$ cat config.mk
export PLATFORM = sky130hd
export DESIGN_NAME = regfile_multiport
export DESIGN_NICKNAME = d
export VERILOG_FILES = /design/src/rtl/regfile_multiport.sv
export SDC_FILE = /design/constraint.sdc
export NUM_CORES = 1
export LEC_CHECK = 0
export ABC_CLOCK_PERIOD_IN_PS = 1010
export BUFFER_PORTS_ARGS = -buffer_cell sky130_fd_sc_hd__buf_2
export CAP_MARGIN = 20
export CORE_MARGIN = 2
export CORE_UTILIZATION = 41
export DETAILED_ROUTE_END_ITERATION = 10
export PLACE_DENSITY = 0.66
export RECOVER_POWER = 50
export SETUP_SLACK_MARGIN = 0.02
export SYNTH_ARGS = -nofsm -noshare
export SYNTH_HDL_FRONTEND = slang
export SYNTH_SLANG_ARGS = --single-unit
$ cat constraint.sdc
create_clock -name real_clk -period 1.01 [get_ports real_clk]
set_input_delay 0.0505 -clock real_clk [delete_from_list [all_inputs] [get_ports real_clk]]
set_output_delay 0.0505 -clock real_clk [all_outputs]
set_load 0.01 [all_outputs]
$ cat src/rtl/regfile_multiport.sv
`default_nettype none
// ============================================================================
// Module   : regfile_multiport
// Brief    : Parametrised NREAD x NWRITE register file with write priority,
//            optional write->read bypass, optional registered reads and
//            same-cycle write-collision flag.
// Revision : 1.0
// ============================================================================
module regfile_multiport #(
  parameter int               WIDTH        = 4,
  parameter int               DEPTH        = 4,
  parameter int               NREAD        = 2,
  parameter int               NWRITE       = 2,
  parameter bit               BYPASS       = 1'b1,
  parameter int               READ_LATENCY = 0,
  parameter logic [WIDTH-1:0] INIT         = '0,
  localparam int              AW           = $clog2(DEPTH)
) (
  input  logic                    real_clk,
  input  logic                    real_rst,
  input  logic [NWRITE-1:0]       wr_en,
  input  logic [NWRITE*AW-1:0]    wr_addr,
  input  logic [NWRITE*WIDTH-1:0] wr_data,
  input  logic [NREAD*AW-1:0]     rd_addr,
  output logic [NREAD*WIDTH-1:0]  rd_data,
  output logic                    wr_conflict
);

  // One extra bit so the range check is meaningful for power-of-two depths too
  localparam logic [AW:0] c_depth = (AW+1)'(DEPTH);

  logic [NWRITE-1:0][AW-1:0]    w_waddr;
  logic [NWRITE-1:0][WIDTH-1:0] w_wdata;
  logic [NREAD-1:0][AW-1:0]     w_raddr;
  logic [NREAD-1:0][WIDTH-1:0]  w_rd_val;
  logic [NWRITE-1:0]            w_wr_act;
  logic                         w_conflict;
  logic                         r_conflict;
  logic [WIDTH-1:0]             r_mem [DEPTH];

  assign w_waddr = wr_addr;
  assign w_wdata = wr_data;
  assign w_raddr = rd_addr;

  for (genvar w = 0; w < NWRITE; w++) begin : g_wr
    assign w_wr_act[w] = wr_en[w] & ({1'b0, w_waddr[w]} < c_depth);
  end

  // Ascending port order: the highest-index port's assignment lands last and wins
  always_ff @(posedge real_clk or posedge real_rst) begin
    if (real_rst) begin
      for (int i = 0; i < DEPTH; i++) r_mem[i] <= INIT;
    end else begin
      for (int w = 0; w < NWRITE; w++) begin
        if (w_wr_act[w]) r_mem[w_waddr[w]] <= w_wdata[w];
      end
    end
  end

  always_comb begin
    w_conflict = 1'b0;
    for (int i = 0; i < NWRITE; i++) begin
      for (int j = i + 1; j < NWRITE; j++) begin
        if (w_wr_act[i] && w_wr_act[j] && (w_waddr[i] == w_waddr[j])) w_conflict = 1'b1;
      end
    end
  end

  always_ff @(posedge real_clk or posedge real_rst) begin
    if (real_rst) r_conflict <= 1'b0;
    else          r_conflict <= w_conflict;
  end

  assign wr_conflict = r_conflict;

  for (genvar r = 0; r < NREAD; r++) begin : g_rd
    logic             w_in_range;
    logic [WIDTH-1:0] w_val;

    assign w_in_range = {1'b0, w_raddr[r]} < c_depth;

    always_comb begin
      w_val = '0;
      if (w_in_range) begin
        w_val = r_mem[w_raddr[r]];
        if (BYPASS) begin
          for (int w = 0; w < NWRITE; w++) begin
            if (w_wr_act[w] && (w_waddr[w] == w_raddr[r])) w_val = w_wdata[w];
          end
        end
      end
    end

    assign w_rd_val[r] = w_val;
  end

  if (READ_LATENCY == 1) begin : g_rd_reg
    logic [NREAD-1:0][WIDTH-1:0] r_rd;

    always_ff @(posedge real_clk or posedge real_rst) begin
      if (real_rst) r_rd <= '0;
      else          r_rd <= w_rd_val;
    end

    assign rd_data = r_rd;
  end else begin : g_rd_comb
    assign rd_data = w_rd_val;
  end

endmodule
`default_nettype wire

# Yosys cells after proc, flatten, opt, wreduce, memory -nomap -nowiden
# Index checks and enable logic that the tools add are counted.
# word_totals
ff_bits	17
output_inout_bits	9
elab_cells	47
# op_classes
magnitude_cmp	6
n_eq_ne	5
n_mux	19
bitwise	4
n_reduce_logical	8
# ops
op	n
4-bit 2-to-1 mux	10
16-bit bitwise mux	2
16-bit 2-to-1 mux	2
4-bit binary-select mux with 2-bit select	2
4-bit demux with 2-bit select	2
3-bit greater-or-equal comparator (second input constant)	4
2-bit inverter with 3-bit output	4
2-bit equality test	5
1-bit logical AND	8
3-bit by 1-bit less-than comparator with 1-bit output (second input constant)	2
1-bit 2-to-1 mux	1

# Logic depth before layout (Yosys ltp)
# Gate-level depths: netlist of run 1.
# depth
word_depth	9
mapped_depth	5

# Worst setup path before layout of run 1
# Ideal clock, no wire load.
# synth_path
path_type	reg2out
start	register r_mem[0] in the netlist's numbering
end	output port rd_data[0]
arrival_ps	1042
required_ps	959
path_slack_ps	-83
path_stages_with_launch	4
n_path_buf	0
cell_sequence	dfrtp_1 mux4_2 o31ai_1 a31oi_1
# synth_via
elab_chain_len	5
# synth_rtl
item	line	rtl
start: declaration	39	logic [WIDTH-1:0] r_mem [DEPTH];
start signal: indexed assignment	55	if (w_wr_act[w]) r_mem[w_waddr[w]] <= w_wdata[w];
4-bit binary-select mux with 2-bit select	85	w_val = r_mem[w_raddr[r]];
4-bit 2-to-1 mux (not written as such) (2 in a row)	85	
4-bit 2-to-1 mux (2 in a row)	88	if (w_wr_act[w] && (w_waddr[w] == w_raddr[r])) w_val = w_wdata[w];
end: declaration	25	output logic [NREAD*WIDTH-1:0] rd_data,
# No other way between the ends. The select of a mux whose other input is x is not followed.

# Final worst setup path of run 1
# layout_path
start	register r_mem[1] in the netlist's numbering
end	output port rd_data[1]
# The elaborated chain is that of the path after synthesis.

==> results_dict.tcl, run 1 <==
set metrics [dict create \
    outcome "finished with violations" \
    violations "negative setup slack" \
    rows 21 \
    start_util 0.4304 \
    path_cells "mux4_2 > o31ai_1 > a31oi_1 > buf_2" \
    critPathLaunchType "flip-flop" \
    seq_area_frac_synth 0.2916 \
    synth_cells 145 \
    rr_startpoint "r_mem[2]$_DFF_PP0_" \
    cts_tree "yes" \
    synth_top_area_cell "dfrtp_1" \
    hp-class "primary input to flip-flop" \
    die_w_um 63.65 \
    tightest_slew_ns 0.4424 \
    whs_ns 0.02673 \
    worst-endpoint-required_ns 0.96 \
    antenna_cells 0 \
    post-route-min-period_ns 1.587 \
    finalNonFillerCells 232 \
    end_kind "primary output" \
    cts.sinks 17 \
    grtUsageTotal 0.2052 \
    syn_nets 165 \
    synth-simple-area-share 0.1767 \
    fill_cells 306 \
    grt_pass1_vias 1309 \
    finalCoreUtilization 0.5212 \
    core_mm2 0.003390 \
    ant_nets 0 \
    clockBufferDepth 2 \
    hpwl_um 3058 \
    syn_to_final_growth_pct 21.10 \
    synthAdderAreaFrac 0 \
    cts_root_buf "clkbuf_4" \
    arrival_ns 1.54 \
    synth_top_family_by_area "multiplexers" \
    grt-ovfl-total 0 \
    synth_flop_cell "dfrtp_1" \
    io_pins 29 \
    pwr_density_cell_mw_per_mm2 1249 \
    cpLargestDelayFamily "multiplexers" \
    synth_compound_area_frac 0.1304 \
    hold_viol 0 \
    drive_gt1_frac 0.3602 \
    synthTopCellsByArea "dfrtp_1 (29%), mux4_2 (12%), mux2i_1 (11%)" \
    setup_tns_ns -4.508 \
    synth_xor_area_frac 0.1021 \
    vias 1347 \
    syn_area_mm2 0.001459 \
    holdPathStages 3 \
    rrSetupSlack_ns 0.11 \
    placed_area_mm2 0.001699 \
    rr_worst_depth 3 \
    synth_top_area_share 0.2916 \
    clock_skew_ns 0 \
    port-buffer-count 28 \
    slew_viol_final 0 \
    leakagePower_nw 0.7779 \
    grt_max_degree 18 \
    cp_max_fo 3 \
    dr.pass1.iters 5 \
    dp.cells 224 \
    drt_first_iter_violations 80 \
    final_area_mm2 0.001767 \
    htreeDepth 1 \
    drv_cap 0 \
    vdd_drop_max_v 0.0004429 \
    max_stage_delay_ns 0.48 \
    setup_viol 8 \
    async_flop_share 1.000 \
    synth_edf_count 0 \
    place.gp.congestion 0.9546 \
    synthTopCellsByCount "dfrtp_1 (17), mux2i_1 (16), a21oi_1 (12), nor2_1 (12), nor4_1 (9)" \
    fin_crit_sh 1.571 \
    routedWlPerCell_um 16.55 \
    yosysWarnings 0 \
    max_clock_freq_mhz 630.1 \
    drc 0 \
    dieArea_mm2 0.004051 \
    muxShareOfSynthArea 0.2333 \
    die_h_um 63.65 \
    viasPerCell 5.806 \
    antenna_found_initial 0 \
    holdPathEnd "wr_conflict$_DFF_PP0_" \
    synth_cell_type_count 27 \
    r2r-end "r_mem[2]$_DFF_PP0_" \
    slew_headroom 0.7051 \
    dp_slack_ns -0.2413 \
    ys_ff_latch 17 \
    min_from "wr_en[1]" \
    clk_latency_ns 0.30 \
    nets 207 \
    critical_path_class "flip-flop to primary output" \
    crit_slowest_cell "mux4_2" \
    syn_area_per_cell_um2 10.06 \
    p_total_mw 2.207 \
    synth_most_common_cell "dfrtp_1" \
    crit_buf_inv 1 \
    grt_pass1_wl_um 6382 \
    wirelength_um 3840 \
    clkTransAtPathRegs_ns 0.10 \
    rsz0062_at_grt "yes" \
    numCtsBuffers 3 \
    fin_ws_ns -0.5772 \
]
[sequential cells by signal (all words and copies together), names as in the netlist]
register     flops
r_mem           16
wr_conflict      1
[power breakdown]
group / switching [mW] / total (mW) / internal (mW)
clock network: 0.225 / 0.379 / 0.154
logic: 0.466 / 0.943 / 0.477
registers: 0.0877 / 0.886 / 0.798
total: 0.778 / 2.21 / 1.43
[cells by family (layout without fill, tap and decap cells)]
kind of cell,Yosys count,in the layout
buffers and inverters,15,56
AO/OA/AOI/OAI,32,32
multiplexers,24,24
flip-flops,17,17
AND/OR/NAND/NOR,43,43
XOR/XNOR,14,14
[area by class of cell]
type	count	area [um2]	area share
multi-input cells	113	952.2	0.5390
well taps	46	57.56	0.03258
repair buffers	49	294.0	0.1664
flip-flops and latches	17	425.4	0.2408
inverters	3	11.26	0.006374
clock buffers	4	26.28	0.01487
[repair_timing]
action	4_1_cts	5_1_grt
gates resized for setup	0	3
hold buffers	1	0
setup endpoints to repair	8	8
setup buffers	2	1
cloned	0	0
pin swaps	0	2
endpoints found under the hold margin	17	0
[placed cells by master, fill, tap and decap left out, types with 2 or more instances in the layout]
cell type,Yosys,final
nor2_1,12,12
o31ai_1,8,5
dfrtp_1,17,17
nand2_1,4,4
xor2_1,8,8
or3_4,2,2
nor4_1,9,9
xnor2_1,4,4
inv_1,2,2
a21oi_1,12,12
buf_4,1,18
a31oi_1,8,8
clkbuf_4,0,3
nand4_1,8,8
buf_2,5,28
o31ai_2,0,3
mux4_2,8,8
clkbuf_1,2,2
mux2i_1,16,16
nand3b_1,4,4
o21ai_1,4,4
[routing by layer]
layer	up-vias	wire length (um)	GRT usage
li1	636	-	-
met1	645	1589	0.2520
met2	49	1911	0.3500
met3	17	224	0.02500
met4	0	114	0.1087
met5	-	0	0
[worst max path at each step]
| stage | depth (start not counted) | startpoint | endpoint | slack, ns |
|---|---|---|---|---|
| after floorplan | 3 | r_mem[0]$_DFF_PP0_ | rd_data[0] | -0.08 |
| after global placement | 4 | r_mem[3]$_DFF_PP0_ | rd_data[7] | -0.24 |
| after global routing | 4 | r_mem[2]$_DFF_PP0_ | rd_data[6] | -0.64 |
| after CTS | 4 | r_mem[0]$_DFF_PP0_ | rd_data[4] | -0.57 |
| after detailed placement | 4 | r_mem[0]$_DFF_PP0_ | rd_data[4] | -0.24 |
| final | 4 | r_mem[1]$_DFF_PP0_ | rd_data[1] | -0.58 |
[worst min-delay path: cells and delay by family]
family	cells	cell delay (ns)
buffers and inverters	2	0.20
AND/OR/NAND/NOR	1	0.05
No activity file was read; power rests on OpenSTA's default activity.
==> inputs of run 2 (changes only) <==
--- a/config.mk
+++ b/config.mk
@@ -12,8 +12,8 @@
 export CORE_UTILIZATION = 41
 export DETAILED_ROUTE_END_ITERATION = 10
 export PLACE_DENSITY = 0.66
-export RECOVER_POWER = 50
 export SETUP_SLACK_MARGIN = 0.02
+export SKIP_LAST_GASP = 1
 export SYNTH_ARGS = -nofsm -noshare
 export SYNTH_HDL_FRONTEND = slang
 export SYNTH_SLANG_ARGS = --single-unit
==> run 2 against run 1 <==
Against the previous run: the flow still finishes with violations (negative setup slack); sequential share of layout area about the same; power down 0.12%; sequential power hardly changed; register-to-register slack about the same; critical path depth unchanged; highest routed layer unchanged; largest power group unchanged; clock power about the same; via count increased by 0.22%; largest cell class unchanged; cell count unchanged.
==> results_dict.tcl, run 2 (synthesis gave the netlist of run 1 again) <==
set metrics [dict create \
    clk_latency_ns 0.30 \
    cp_max_fo 3 \
    max_stage_delay_ns 0.49 \
    p_total_mw 2.205 \
    vias 1350 \
    p_seq_frac 0.401 \
    violations "negative setup slack" \
    setup_viol 8 \
    outcome "finished with violations" \
    die_w_um 63.65 \
    vdd_drop_max_v 0.0004437 \
    setup_tns_ns -4.522 \
    critPathLaunchType "flip-flop" \
    swShare 0.3518 \
    routedWlPerCell_um 16.46 \
    cpLargestDelayFamily "multiplexers" \
    dp_slack_ns -0.2413 \
    drv_cap 0 \
    switchingPower_uw 775.8 \
    dieArea_mm2 0.004051 \
    pwr-share-clk 0.172 \
    critical_path_class "flip-flop to primary output" \
    leakagePower_nw 0.7812 \
    place.gp.congestion 0.9546 \
    crit_buf_inv 1 \
    fin_crit_sh 1.571 \
    top_register "r_mem" \
    slew_viol_final 0 \
    antenna_cells 0 \
    port-buffer-count 28 \
    drt_first_iter_violations 85 \
    arrival_ns 1.54 \
    antenna_found_initial 0 \
    crit_slowest_cell "mux4_2" \
    clock_skew_ns 0 \
    hpwl_um 3058 \
    slew_headroom 0.7531 \
    largest_register_ffs 16 \
    cts.sinks 17 \
    post-route-min-period_ns 1.587 \
    final_area_mm2 0.001768 \
    final_common_cell "buf_2" \
    rows 21 \
    fin_ws_ns -0.5768 \
    grt_pass1_vias 1309 \
    grtUsageTotal 0.2052 \
    syn_to_final_growth_pct 21.18 \
    nets 207 \
    cts_tree "yes" \
    die_h_um 63.65 \
    drc 0 \
    placed_area_mm2 0.001699 \
    grt-ovfl-total 0 \
    wirelength_um 3818 \
    rrSetupSlack_ns 0.11 \
    rsz0062_at_grt "yes" \
    pwr_density_cell_mw_per_mm2 1247 \
    path_cells "mux4_2 > o31ai_2 > a31oi_1 > buf_2" \
    tightest_slew_ns 0.3700 \
    max_clock_freq_mhz 630.2 \
    numCtsBuffers 3 \
    p_comb_frac 0.426 \
    start_util 0.4304 \
    cts_root_buf "clkbuf_4" \
    hp-class "primary input to flip-flop" \
    grt_pass1_wl_um 6382 \
    end_kind "primary output" \
    io_pins 29 \
    ant_nets 0 \
    worst-endpoint-required_ns 0.96 \
    hold_viol 0 \
    layout_common_cells "buf_2 (28), buf_4 (20), dfrtp_1 (17), mux2i_1 (16)" \
    intPower_mw 1.429 \
    clkTransAtPathRegs_ns 0.10 \
    clockBufferDepth 2 \
    htreeDepth 1 \
    grt_max_degree 18 \
    dr.pass1.iters 4 \
    viasPerCell 5.819 \
    drive_gt1_frac 0.3602 \
    core_mm2 0.003390 \
]
run 2: what timing repair did:
item                                   4_1_cts  5_1_grt
hold buffers                                 1        0
buffers inserted                             2        1
gates resized for setup                      0        2
setup endpoints to repair                    8        8
endpoints found under the hold margin       17        0
pin swaps                                    0        2
run 2: path summary, 6_finish.rpt:
| check | startpoint | to | cells past startpoint |
|---|---|---|---|
| min in group asynchronous | real_rst | r_mem[4]$_DFF_PP0_ | 4 |
| max in group asynchronous | real_rst | r_mem[14]$_DFF_PP0_ | 4 |
| min | wr_en[1] | wr_conflict$_DFF_PP0_ | 3 |
| max reg2reg | r_mem[2]$_DFF_PP0_ | r_mem[2]$_DFF_PP0_ | 3 |
| min reg2reg | r_mem[3]$_DFF_PP0_ | r_mem[3]$_DFF_PP0_ | 2 |
| max | r_mem[0]$_DFF_PP0_ | rd_data[4] | 4 |
run 2: worst min-delay path, delay by kind of cell:
kind | cells | cell delay [ns]
AND/OR/NAND/NOR | 1 | 0.05
buffers and inverters | 2 | 0.20
run 2: power by group through the flow:
stage | Combinational [mW] | Clock, mW | Sequential [mW]
global placement | 0.868 | 0 | 0.888
CTS | 0.912 | 0.380 | 0.883
floorplan | 0.613 | 0 | 0.868
detailed placement | 0.885 | 0 | 0.900
global route | 1.03 | 0.410 | 0.901
finish | 0.940 | 0.380 | 0.885
run 2: area by class of cell:
class	instances	area [um2]
inverter	3	11.26
timing repair buffer	49	300.3
tap	46	57.56
fill	308	1622
sequential	17	425.4
multi-input combinational	113	947.2
clock buffer	4	26.28
run 2: stage by stage:
| stage | hold slack, ns | util | std cells |
|---|---|---|---|
| after floorplan | -0.02343 | - | 145 |
| after global placement | 0.06730 | 0.5013 | 224 |
| after detailed placement | 0.07379 | 0.5013 | 224 |
| after CTS | 0.02750 | 0.5164 | 231 |
| after global routing | 0.03331 | 0.5216 | 232 |
| final | 0.02606 | 0.5216 | 232 |
run 2: routing by layer:
metal | part of all wire | global-route usage | wire length [um]
met1 | 0.41 | 0.2520 | 1561
met2 | 0.50 | 0.3500 | 1922
met3 | 0.059 | 0.02500 | 224
met4 | 0.029 | 0.1087 | 109
met5 | 0 | 0 | 0
